`src/rtl/matrix_uart_sequencer_if.sv`:
```
// ---------------------------------------------------------------------------
// matrix_uart_sequencer_if
//
// Purpose: bundles every non-clock/reset signal of matrix_uart_sequencer.
//   master modport : the sequencer itself
//   slave modport  : the surrounding logic (UART RX/TX, matrix core, GPIO)
//
// Signals:
//   rx_valid/rx_data      one-cycle strobe plus received UART byte
//   mat_start/mat_data    start pulse and packed elements (elem i at [8i+7:8i])
//   mat_done/mat_result   completion strobe and result from the matrix core
//   gpio_result/valid     last completed result, held
//   tx_valid/tx_data/rdy  byte stream towards the UART transmitter
//   busy/err_timeout      status; drop_cnt saturating count of dropped bytes
// ---------------------------------------------------------------------------
interface matrix_uart_sequencer_if #(
  parameter int N_ELEM   = 4,
  parameter int RESULT_W = 32
);
  logic                  rx_valid;
  logic [7:0]            rx_data;
  logic                  mat_start;
  logic [8*N_ELEM-1:0]   mat_data;
  logic                  mat_done;
  logic [RESULT_W-1:0]   mat_result;
  logic [RESULT_W-1:0]   gpio_result;
  logic                  gpio_valid;
  logic                  tx_valid;
  logic [7:0]            tx_data;
  logic                  tx_ready;
  logic                  busy;
  logic                  err_timeout;
  logic [7:0]            drop_cnt;

  modport master (
    input  rx_valid, rx_data, mat_done, mat_result, tx_ready,
    output mat_start, mat_data, gpio_result, gpio_valid,
           tx_valid, tx_data, busy, err_timeout, drop_cnt
  );

  modport slave (
    output rx_valid, rx_data, mat_done, mat_result, tx_ready,
    input  mat_start, mat_data, gpio_result, gpio_valid,
           tx_valid, tx_data, busy, err_timeout, drop_cnt
  );
endinterface

```
`src/rtl/matrix_uart_sequencer.sv`:
```
// ---------------------------------------------------------------------------
// matrix_uart_sequencer
//
// Purpose: collects N_ELEM bytes from the UART RX stream, starts the matrix
// core once, waits for its completion, latches the result onto the GPIO bus
// and sends it back over UART TX, least significant byte first.
//
// Ports:
//   sys_clk  system clock, all logic on the rising edge
//   rst_n    synchronous active-low reset
//   bus      matrix_uart_sequencer_if.master (RX bytes, matrix core
//            handshake, GPIO result, TX bytes, status)
//
// Optional feature: define MATRIX_SEQ_TIMEOUT_EN to build the inter-byte
// timeout in LOAD (err_timeout pulses and the partial load is discarded).
// Without it LOAD waits indefinitely and err_timeout is constant 0.
// ---------------------------------------------------------------------------
module matrix_uart_sequencer #(
  parameter int N_ELEM      = 4,
  parameter int RESULT_W    = 32,
  parameter int TIMEOUT_CYC = 1000000
) (
  input  logic                    sys_clk,
  input  logic                    rst_n,
  matrix_uart_sequencer_if.master bus
);
  localparam int N_BYTES    = RESULT_W / 8;
  localparam int IDX_W      = (N_ELEM > 1) ? $clog2(N_ELEM) : 1;
  localparam int BYTE_IDX_W = (N_BYTES > 1) ? $clog2(N_BYTES) : 1;
  localparam logic [IDX_W-1:0]      LAST_ELEM = IDX_W'(N_ELEM - 1);
  localparam logic [BYTE_IDX_W-1:0] LAST_BYTE = BYTE_IDX_W'(N_BYTES - 1);

  if (N_ELEM < 1 || N_ELEM > 16 || RESULT_W < 8 || (RESULT_W % 8) != 0 ||
      TIMEOUT_CYC < 1) begin : g_bad_param
    $error("matrix_uart_sequencer: illegal parameter combination");
  end

  typedef enum logic [2:0] {ST_IDLE, ST_LOAD, ST_START, ST_WAIT, ST_REPORT} state_t;

  state_t                state_reg, state_next;
  logic [IDX_W-1:0]      elem_idx_reg;
  logic [BYTE_IDX_W-1:0] byte_idx_reg;
  logic [RESULT_W-1:0]   result_reg;
  logic                  result_valid_reg;
  logic [7:0]            drop_cnt_reg;
  logic [7:0]            result_byte [N_BYTES];
  logic                  timeout_hit;
  logic                  elem_we;
  logic [IDX_W-1:0]      elem_waddr;
  logic                  rx_drop;

  genvar gi;

  // Element storage is never cleared between jobs; each job rewrites all slots.
  for (gi = 0; gi < N_ELEM; gi++) begin : g_elem
    logic [7:0] elem_reg;
    always_ff @(posedge sys_clk) begin
      if (!rst_n) begin
        elem_reg <= 8'h00;
      end else if (elem_we && elem_waddr == IDX_W'(gi)) begin
        elem_reg <= bus.rx_data;
      end
    end
    assign bus.mat_data[8*gi +: 8] = elem_reg;
  end

  for (gi = 0; gi < N_BYTES; gi++) begin : g_byte
    assign result_byte[gi] = result_reg[8*gi +: 8];
  end

`ifdef MATRIX_SEQ_TIMEOUT_EN
  localparam int TO_W = ($clog2(TIMEOUT_CYC) > 0) ? $clog2(TIMEOUT_CYC) : 1;
  logic [TO_W-1:0] to_cnt_reg;

  // Counts idle LOAD cycles; zero on entry to LOAD and on every byte, so a
  // byte arriving in the expiry cycle wins and restarts the count.
  always_ff @(posedge sys_clk) begin
    if (!rst_n) begin
      to_cnt_reg <= '0;
    end else if (state_reg != ST_LOAD || bus.rx_valid) begin
      to_cnt_reg <= '0;
    end else begin
      to_cnt_reg <= to_cnt_reg + 1'b1;
    end
  end

  assign timeout_hit = (to_cnt_reg == TO_W'(TIMEOUT_CYC - 1));
`else
  assign timeout_hit = 1'b0;
`endif

  always_ff @(posedge sys_clk) begin
    if (!rst_n) begin
      state_reg <= ST_IDLE;
    end else begin
      state_reg <= state_next;
    end
  end

  always_comb begin
    state_next      = state_reg;
    bus.mat_start   = 1'b0;
    bus.tx_valid    = 1'b0;
    bus.tx_data     = 8'h00;
    bus.busy        = 1'b1;
    bus.err_timeout = 1'b0;
    elem_we         = 1'b0;
    elem_waddr      = elem_idx_reg;
    rx_drop         = 1'b0;
    case (state_reg)
      ST_IDLE: begin
        bus.busy = 1'b0;
        if (bus.rx_valid) begin
          elem_we    = 1'b1;
          elem_waddr = '0;
          state_next = (N_ELEM == 1) ? ST_START : ST_LOAD;
        end
      end
      ST_LOAD: begin
        if (bus.rx_valid) begin
          elem_we = 1'b1;
          if (elem_idx_reg == LAST_ELEM) state_next = ST_START;
        end else if (timeout_hit) begin
          bus.err_timeout = 1'b1;
          state_next      = ST_IDLE;
        end
      end
      ST_START: begin
        bus.mat_start = 1'b1;
        rx_drop       = bus.rx_valid;
        state_next    = ST_WAIT;
      end
      ST_WAIT: begin
        rx_drop = bus.rx_valid;
        if (bus.mat_done) state_next = ST_REPORT;
      end
      ST_REPORT: begin
        rx_drop      = bus.rx_valid;
        bus.tx_valid = 1'b1;
        bus.tx_data  = result_byte[byte_idx_reg];
        if (bus.tx_ready && byte_idx_reg == LAST_BYTE) state_next = ST_IDLE;
      end
      default: state_next = ST_IDLE;
    endcase
  end

  always_ff @(posedge sys_clk) begin
    if (!rst_n) begin
      elem_idx_reg     <= '0;
      byte_idx_reg     <= '0;
      result_reg       <= '0;
      result_valid_reg <= 1'b0;
      drop_cnt_reg     <= 8'h00;
    end else begin
      case (state_reg)
        ST_IDLE: begin
          if (bus.rx_valid) elem_idx_reg <= IDX_W'(1);
        end
        ST_LOAD: begin
          if (bus.rx_valid) begin
            elem_idx_reg <= (elem_idx_reg == LAST_ELEM) ? '0 : elem_idx_reg + 1'b1;
          end else if (timeout_hit) begin
            elem_idx_reg <= '0;
          end
        end
        ST_WAIT: begin
          if (bus.mat_done) begin
            result_reg       <= bus.mat_result;
            result_valid_reg <= 1'b1;
            byte_idx_reg     <= '0;
          end
        end
        ST_REPORT: begin
          if (bus.tx_ready) begin
            byte_idx_reg <= (byte_idx_reg == LAST_BYTE) ? '0 : byte_idx_reg + 1'b1;
          end
        end
        default: ;
      endcase
      if (rx_drop && drop_cnt_reg != 8'hFF) drop_cnt_reg <= drop_cnt_reg + 8'd1;
    end
  end

  assign bus.gpio_result = result_reg;
  assign bus.gpio_valid  = result_valid_reg;
  assign bus.drop_cnt    = drop_cnt_reg;

endmodule

```
`src/flat_wrapper.sv`:
```
// flat-port wrapper written by rule: the top's interface ports become plain ports
module matrix_uart_sequencer_flat 
#(
  parameter int N_ELEM      = 4,
  parameter int RESULT_W    = 32,
  parameter int TIMEOUT_CYC = 1000000
)
  (sys_clk, rst_n, bus_rx_valid, bus_rx_data, bus_mat_done, bus_mat_result, bus_tx_ready, bus_mat_start, bus_mat_data, bus_gpio_result, bus_gpio_valid, bus_tx_valid, bus_tx_data, bus_busy, bus_err_timeout, bus_drop_cnt);
  matrix_uart_sequencer_if #(.N_ELEM(N_ELEM), .RESULT_W(RESULT_W)) bus_i ();
  input  logic sys_clk;
  input  logic rst_n;
  input wire logic [$bits(bus_i.rx_valid)-1:0] bus_rx_valid;
  input wire logic [$bits(bus_i.rx_data)-1:0] bus_rx_data;
  input wire logic [$bits(bus_i.mat_done)-1:0] bus_mat_done;
  input wire logic [$bits(bus_i.mat_result)-1:0] bus_mat_result;
  input wire logic [$bits(bus_i.tx_ready)-1:0] bus_tx_ready;
  output wire logic [$bits(bus_i.mat_start)-1:0] bus_mat_start;
  output wire logic [$bits(bus_i.mat_data)-1:0] bus_mat_data;
  output wire logic [$bits(bus_i.gpio_result)-1:0] bus_gpio_result;
  output wire logic [$bits(bus_i.gpio_valid)-1:0] bus_gpio_valid;
  output wire logic [$bits(bus_i.tx_valid)-1:0] bus_tx_valid;
  output wire logic [$bits(bus_i.tx_data)-1:0] bus_tx_data;
  output wire logic [$bits(bus_i.busy)-1:0] bus_busy;
  output wire logic [$bits(bus_i.err_timeout)-1:0] bus_err_timeout;
  output wire logic [$bits(bus_i.drop_cnt)-1:0] bus_drop_cnt;
  assign bus_i.rx_valid = bus_rx_valid;
  assign bus_i.rx_data = bus_rx_data;
  assign bus_i.mat_done = bus_mat_done;
  assign bus_i.mat_result = bus_mat_result;
  assign bus_i.tx_ready = bus_tx_ready;
  assign bus_mat_start = bus_i.mat_start;
  assign bus_mat_data = bus_i.mat_data;
  assign bus_gpio_result = bus_i.gpio_result;
  assign bus_gpio_valid = bus_i.gpio_valid;
  assign bus_tx_valid = bus_i.tx_valid;
  assign bus_tx_data = bus_i.tx_data;
  assign bus_busy = bus_i.busy;
  assign bus_err_timeout = bus_i.err_timeout;
  assign bus_drop_cnt = bus_i.drop_cnt;
  matrix_uart_sequencer #(.N_ELEM(N_ELEM), .RESULT_W(RESULT_W), .TIMEOUT_CYC(TIMEOUT_CYC)) u_core (.sys_clk(sys_clk), .rst_n(rst_n), .bus(bus_i));
endmodule
```
`config.mk`:
```
export PLATFORM = sky130hd
export DESIGN_NAME = matrix_uart_sequencer_flat
export DESIGN_NICKNAME = d
export VERILOG_FILES = /design/src/rtl/matrix_uart_sequencer_if.sv /design/src/rtl/matrix_uart_sequencer.sv /design/src/flat_wrapper.sv
export SDC_FILE = /design/constraint.sdc
export NUM_CORES = 1
export LEC_CHECK = 0
export BUFFER_PORTS_ARGS = -buffer_cell sky130_fd_sc_hd__buf_4
export CAP_MARGIN = 10
export CORE_ASPECT_RATIO = 1.75
export CORE_MARGIN = 1.5
export CORE_UTILIZATION = 55
export CTS_BUF_LIST = sky130_fd_sc_hd__clkbuf_2
export CTS_CLUSTER_DIAMETER = 120
export DETAILED_ROUTE_END_ITERATION = 12
export PLACE_DENSITY = 0.88
export SLEW_MARGIN = 20
export SYNTH_ARGS = -nofsm -noshare
export SYNTH_HDL_FRONTEND = slang
export SYNTH_SLANG_ARGS = --single-unit
```
`constraint.sdc`:
```
create_clock -name sys_clk -period 3.1 [get_ports sys_clk]
set_input_delay 0.31 -clock sys_clk [delete_from_list [all_inputs] [get_ports sys_clk]]
set_output_delay 0.31 -clock sys_clk [all_outputs]
set_load 0.01 [all_outputs]
```
# Yosys cells after proc, flatten, opt, wreduce, memory -nomap -nowiden
# Index checks and enable logic that the tools add are counted.
# classes
add_sub_neg	3
magnitude_cmp	1
eq_ne	16
n_mux	26
bitwise_logic	1
reduce_logical	16
# op_table
operator	count
$mux W8	3
$bmux W8 S2	1
$mux W2	8
$mux W3	5
$pmux W3 S5	1
$add A8 B1 Y8 const B	1
$eq A2 B2 Y1 const B	4
$ne A2 B2 Y1 const B	4
$ne A8 B8 Y1 const B	1
$pmux W2 S2	2
$eq A3 B2 Y1 const B	2
$logic_and A1 B1 Y1	6
$mux W1	6
$reduce_and A3 Y1	2
$reduce_and A5 Y1	1
$add A2 B1 Y2 const B	2
$ne A2 B1 Y1 const B	2
$reduce_bool A2 Y1	2
$eq A3 B1 Y1 const B	1
$eq A3 B3 Y1 const B	1
$ge A3 B3 Y1 const B	1
$logic_not A3 Y1	1
$not A2 Y3	1
$reduce_or A3 Y1	1
other kinds (4)	4
# word_totals
register_bits	80
elab_cells	73

# Longest topological paths before layout
# logic_depth
depth_word	5
depth_mapped	8
mapped_depth_nobuf	4

# Worst setup path before layout
# Ideal clock, no wire load.
# synth_path
kind	reg2out
startpoint	register u_core.byte_idx_reg[0]
endpoint	output port bus_tx_data[0]
t_arrival_ns	1.266
required_ns	2.790
setup_slack_ns	1.524
stages_incl_launch_ff	4
path_buffers	1
path_cell_list	dfxtp_1 -> buf_2 -> mux4_2 -> and2_1
# synth_via
elab_chain_cells	5
# synth_lines
item	line_no	source
start: declaration	matrix_uart_sequencer.sv:42	logic [BYTE_IDX_W-1:0] byte_idx_reg;
start signal: assignment	matrix_uart_sequencer.sv:175	byte_idx_reg <= (byte_idx_reg == LAST_BYTE) ? '0 : byte_idx_reg + 1'b1;
$not A2 Y3 (not written as such)	matrix_uart_sequencer.sv:140	bus.tx_data = result_byte[byte_idx_reg];
$bmux W8 S2	matrix_uart_sequencer.sv:140	
$mux W8 (not written as such) (2 in a row)	matrix_uart_sequencer.sv:140	
$mux W8	matrix_uart_sequencer.sv:110	case (state_reg)
end: declaration	flat_wrapper.sv:22	output wire logic [$bits(bus_i.tx_data)-1:0] bus_tx_data;
# Every way passes these cells. The select of a mux whose other input is x is not followed.

# Worst setup path after layout
# layout_path
startpoint	register u_core.byte_idx_reg[0]
endpoint	output port bus_tx_data[4]
# The elaborated chain is that of the path after synthesis.

==> results.sh <==
export IMPL_post_synth_cell_area_avg_um2=9.73
export IMPL_clk_pin_slew_ns=0.21
export IMPL_yosys_area_share_simple_pct=20.9
export IMPL_r2r_start="u_core.state_reg[1]$_SDFFE_PN0P_"
export IMPL_antenna_found_initial=0
export IMPL_yosysUniqueCellTypes=43
export IMPL_drc=0
export IMPL_cts_root_buf="clkbuf_2"
export IMPL_rsz0062_at_grt="no"
export IMPL_initial_core_util_pct=56.6
export IMPL_setup_tns_ns=0
export IMPL_yosys_warnings=0
export IMPL_num_rows=38
export IMPL_drtIter0Drc=194
export IMPL_power_density_nw_per_um2=366
export IMPL_async_flop_share_pct=0
export IMPL_ant_nets=0
export IMPL_synth_fa_ha_area_share_pct=1.08
export IMPL_hold_violations=0
export IMPL_hold_class="primary input to flop"
export IMPL_vias_per_cell=5.41
export IMPL_core_area_um2=6130
export IMPL_num_vias=3135
export IMPL_grt_pass1_vias=2950
export IMPL_slowest_stage="dfxtp_1"
export IMPL_antenna_diode_count=0
export IMPL_insertion_delay_ns=0.52
export IMPL_required_ns=2.79
export IMPL_crit_family="flip-flops"
export IMPL_ir_drop_uv=333
export IMPL_critPathKind="flop to output pin"
export IMPL_htreeDepth=3
export IMPL_portBuffers=128
export IMPL_layout_common_cells="buf_4, dfxtp_1, nand2_1"
export IMPL_setup_viol=0
export IMPL_cts_tree="done"
export IMPL_dieArea_um2=6820
export IMPL_ios=130
export IMPL_synthFlopType="dfxtp_1"
export IMPL_min_from="bus_mat_result[11]"
export IMPL_avgRoutedWirePerCell_um=16.2
export IMPL_ys_seq_area_share_pct=46.1
export IMPL_path_buf_inv=1
export IMPL_finalClockSkew_ns=0.0220
export IMPL_clkSinkCount=80
export IMPL_drv_slew=0
export IMPL_die_w_um=63.1
export IMPL_syn_area_um2=3470
export IMPL_layout_commonest_cell="buf_4"
export IMPL_critPathLaunch="u_core.byte_idx_reg[0]$_SDFFE_PN0P_"
export IMPL_power_leakage_nw=2.07
export IMPL_synth_area_mux_share_pct=15.3
export IMPL_post_cts_setup_buffer_count=0
export IMPL_worst_setup_path_end_kind="output pin"
export IMPL_dp_hpwl_mm=6.47
export IMPL_ys_ff_latch=80
export IMPL_synth_xor_area_share_pct=0
export IMPL_path_cells="mux4_2, and2_1, buf_4"
export IMPL_grt_max_degree=79
export IMPL_fin_crit_sh_pct=80.2
export IMPL_clk_path_buf_depth=2
export IMPL_startpoint_type="flop"
export IMPL_drive_above_1_share_pct=31.3
export IMPL_outcome="finished, final reports clean"
export IMPL_synth_compound_area_share_pct=12.8
export IMPL_grt_pass1_wl_mm=13.8
export IMPL_syn_num_nets=405
export IMPL_synthCells=357
export IMPL_fp_dieH_um=108
export IMPL_track_usage_pct=26.0
export IMPL_numCtsBuffers=9
export IMPL_worst_pin_slew_ns=0.684
export IMPL_worstPathMaxFanout=11
export IMPL_finalCriticalPeriod_ns=2.48
export IMPL_slowest_delay_ns=0.76
export IMPL_layout_nets=542
export IMPL_layout_cells_non_filler=579
export IMPL_numPlacedInstances=543
export IMPL_maxCapViolCount=0
export IMPL_synth_top_family_by_area="simple AND/OR/NAND/NOR gates"
export IMPL_synth_edf_count=0
export IMPL_place_congestion=0.842
export IMPL_drt_total_wl_mm=9.39
export IMPL_dr_pass1_iters=5
export IMPL_fin_hold_ws_ns=0.0468
export IMPL_area_delta_synth_final_pct=36.3
export IMPL_arrival_ns=2.17
export IMPL_relSlewSlack_pct=54.4
export IMPL_gr_total_overflow=0
export IMPL_max_freq_mhz=402
## synthesized netlist by cell type, types with 2 or more instances
cell type | n | share of area, %
and2_1 | 8 | 1.4
inv_1 | 3 | 0.32
dfxtp_1 | 80 | 46
mux2i_1 | 35 | 10
a21oi_1 | 3 | 0.43
clkbuf_1 | 10 | 1.1
a21boi_0 | 29 | 6.3
buf_4 | 5 | 1.1
nor3b_1 | 3 | 0.65
or3_1 | 3 | 0.54
ha_1 | 3 | 1.1
buf_1 | 2 | 0.22
buf_2 | 7 | 1.0
nand3_1 | 6 | 0.86
a21boi_1 | 6 | 1.3
nor2b_1 | 33 | 5.9
o211ai_1 | 2 | 0.43
o41ai_1 | 2 | 0.50
o21a_1 | 3 | 0.65
mux4_2 | 8 | 5.2
nand2_1 | 71 | 7.7
and3_1 | 3 | 0.54
nand2b_1 | 4 | 0.72
nor2_1 | 7 | 0.76
o21ai_0 | 3 | 0.43
## worst paths after layout
check	cells after the start	end	slack, ns
max	3	bus_tx_data[4]	0.62
min	3	u_core.bus.gpio_result[11]$_SDFFE_PN0P_	0.05
max reg2reg	5	u_core.bus.gpio_result[19]$_SDFFE_PN0P_	0.99
min reg2reg	2	u_core.bus.gpio_result[3]$_SDFFE_PN0P_	0.49
## stage by stage
stage                     power (W)  cell area, um2  setup slack, ns  utilization [%]
after floorplan             0.00113            3470             1.52                -
after global placement      0.00120            4430             1.11             72.2
after detailed placement    0.00121            4430             1.01             72.2
after CTS                   0.00173            4610            0.578             75.2
after global routing        0.00181            4730            0.425             77.2
final                       0.00173            4730            0.615             77.2
## per-layer routing
metal	global-route usage, %	share of wire (%)
met1	25.3	36
met3	8.32	6.9
met4	10.3	2.2
met2	49.6	54
met5	0	0
## worst register-to-register path, cell delays in order, from the launching register on
cell	delay, ns
dfxtp_1	0.57
nor2b_1	0.45
and3_1	0.33
buf_4	0.36
nand2_1	0.11
a21boi_0	0.22
## report_power, final
| group | total [W] | internal (W) | switching (W) | leakage (nW) |
|---|---|---|---|---|
| combinational | 0.000155 | 0.0000926 | 0.0000624 | 1.35 |
| clock | 0.000525 | 0.000186 | 0.000340 | 0.0708 |
| sequential | 0.00105 | 0.00104 | 0.0000116 | 0.647 |
## logic make-up after synthesis
kind of cell / Yosys count
AND/OR/NAND/NOR: 144
flip-flops: 80
AO/OA/AOI/OAI: 59
multiplexers: 43
buffers and inverters: 27
adder cells (fa/ha/maj): 3
other: 1
## timing repair
action / 4_1_cts / 5_1_grt
hold buffers: 8 / 12
hold endpoints to repair: 8 / 12
resized for setup: 0 / 0
setup endpoints to repair: 0 / 0
## layout make-up
type	count	area (um2)
multi-input combinational	250	1740
inverter	3	11.3
clock inverter	5	47.5
clock buffer	11	55.1
timing repair buffer	150	1180
tap	80	100
sequential	80	1600
fill	404	1400
No activity file was read; power rests on OpenSTA's default activity.
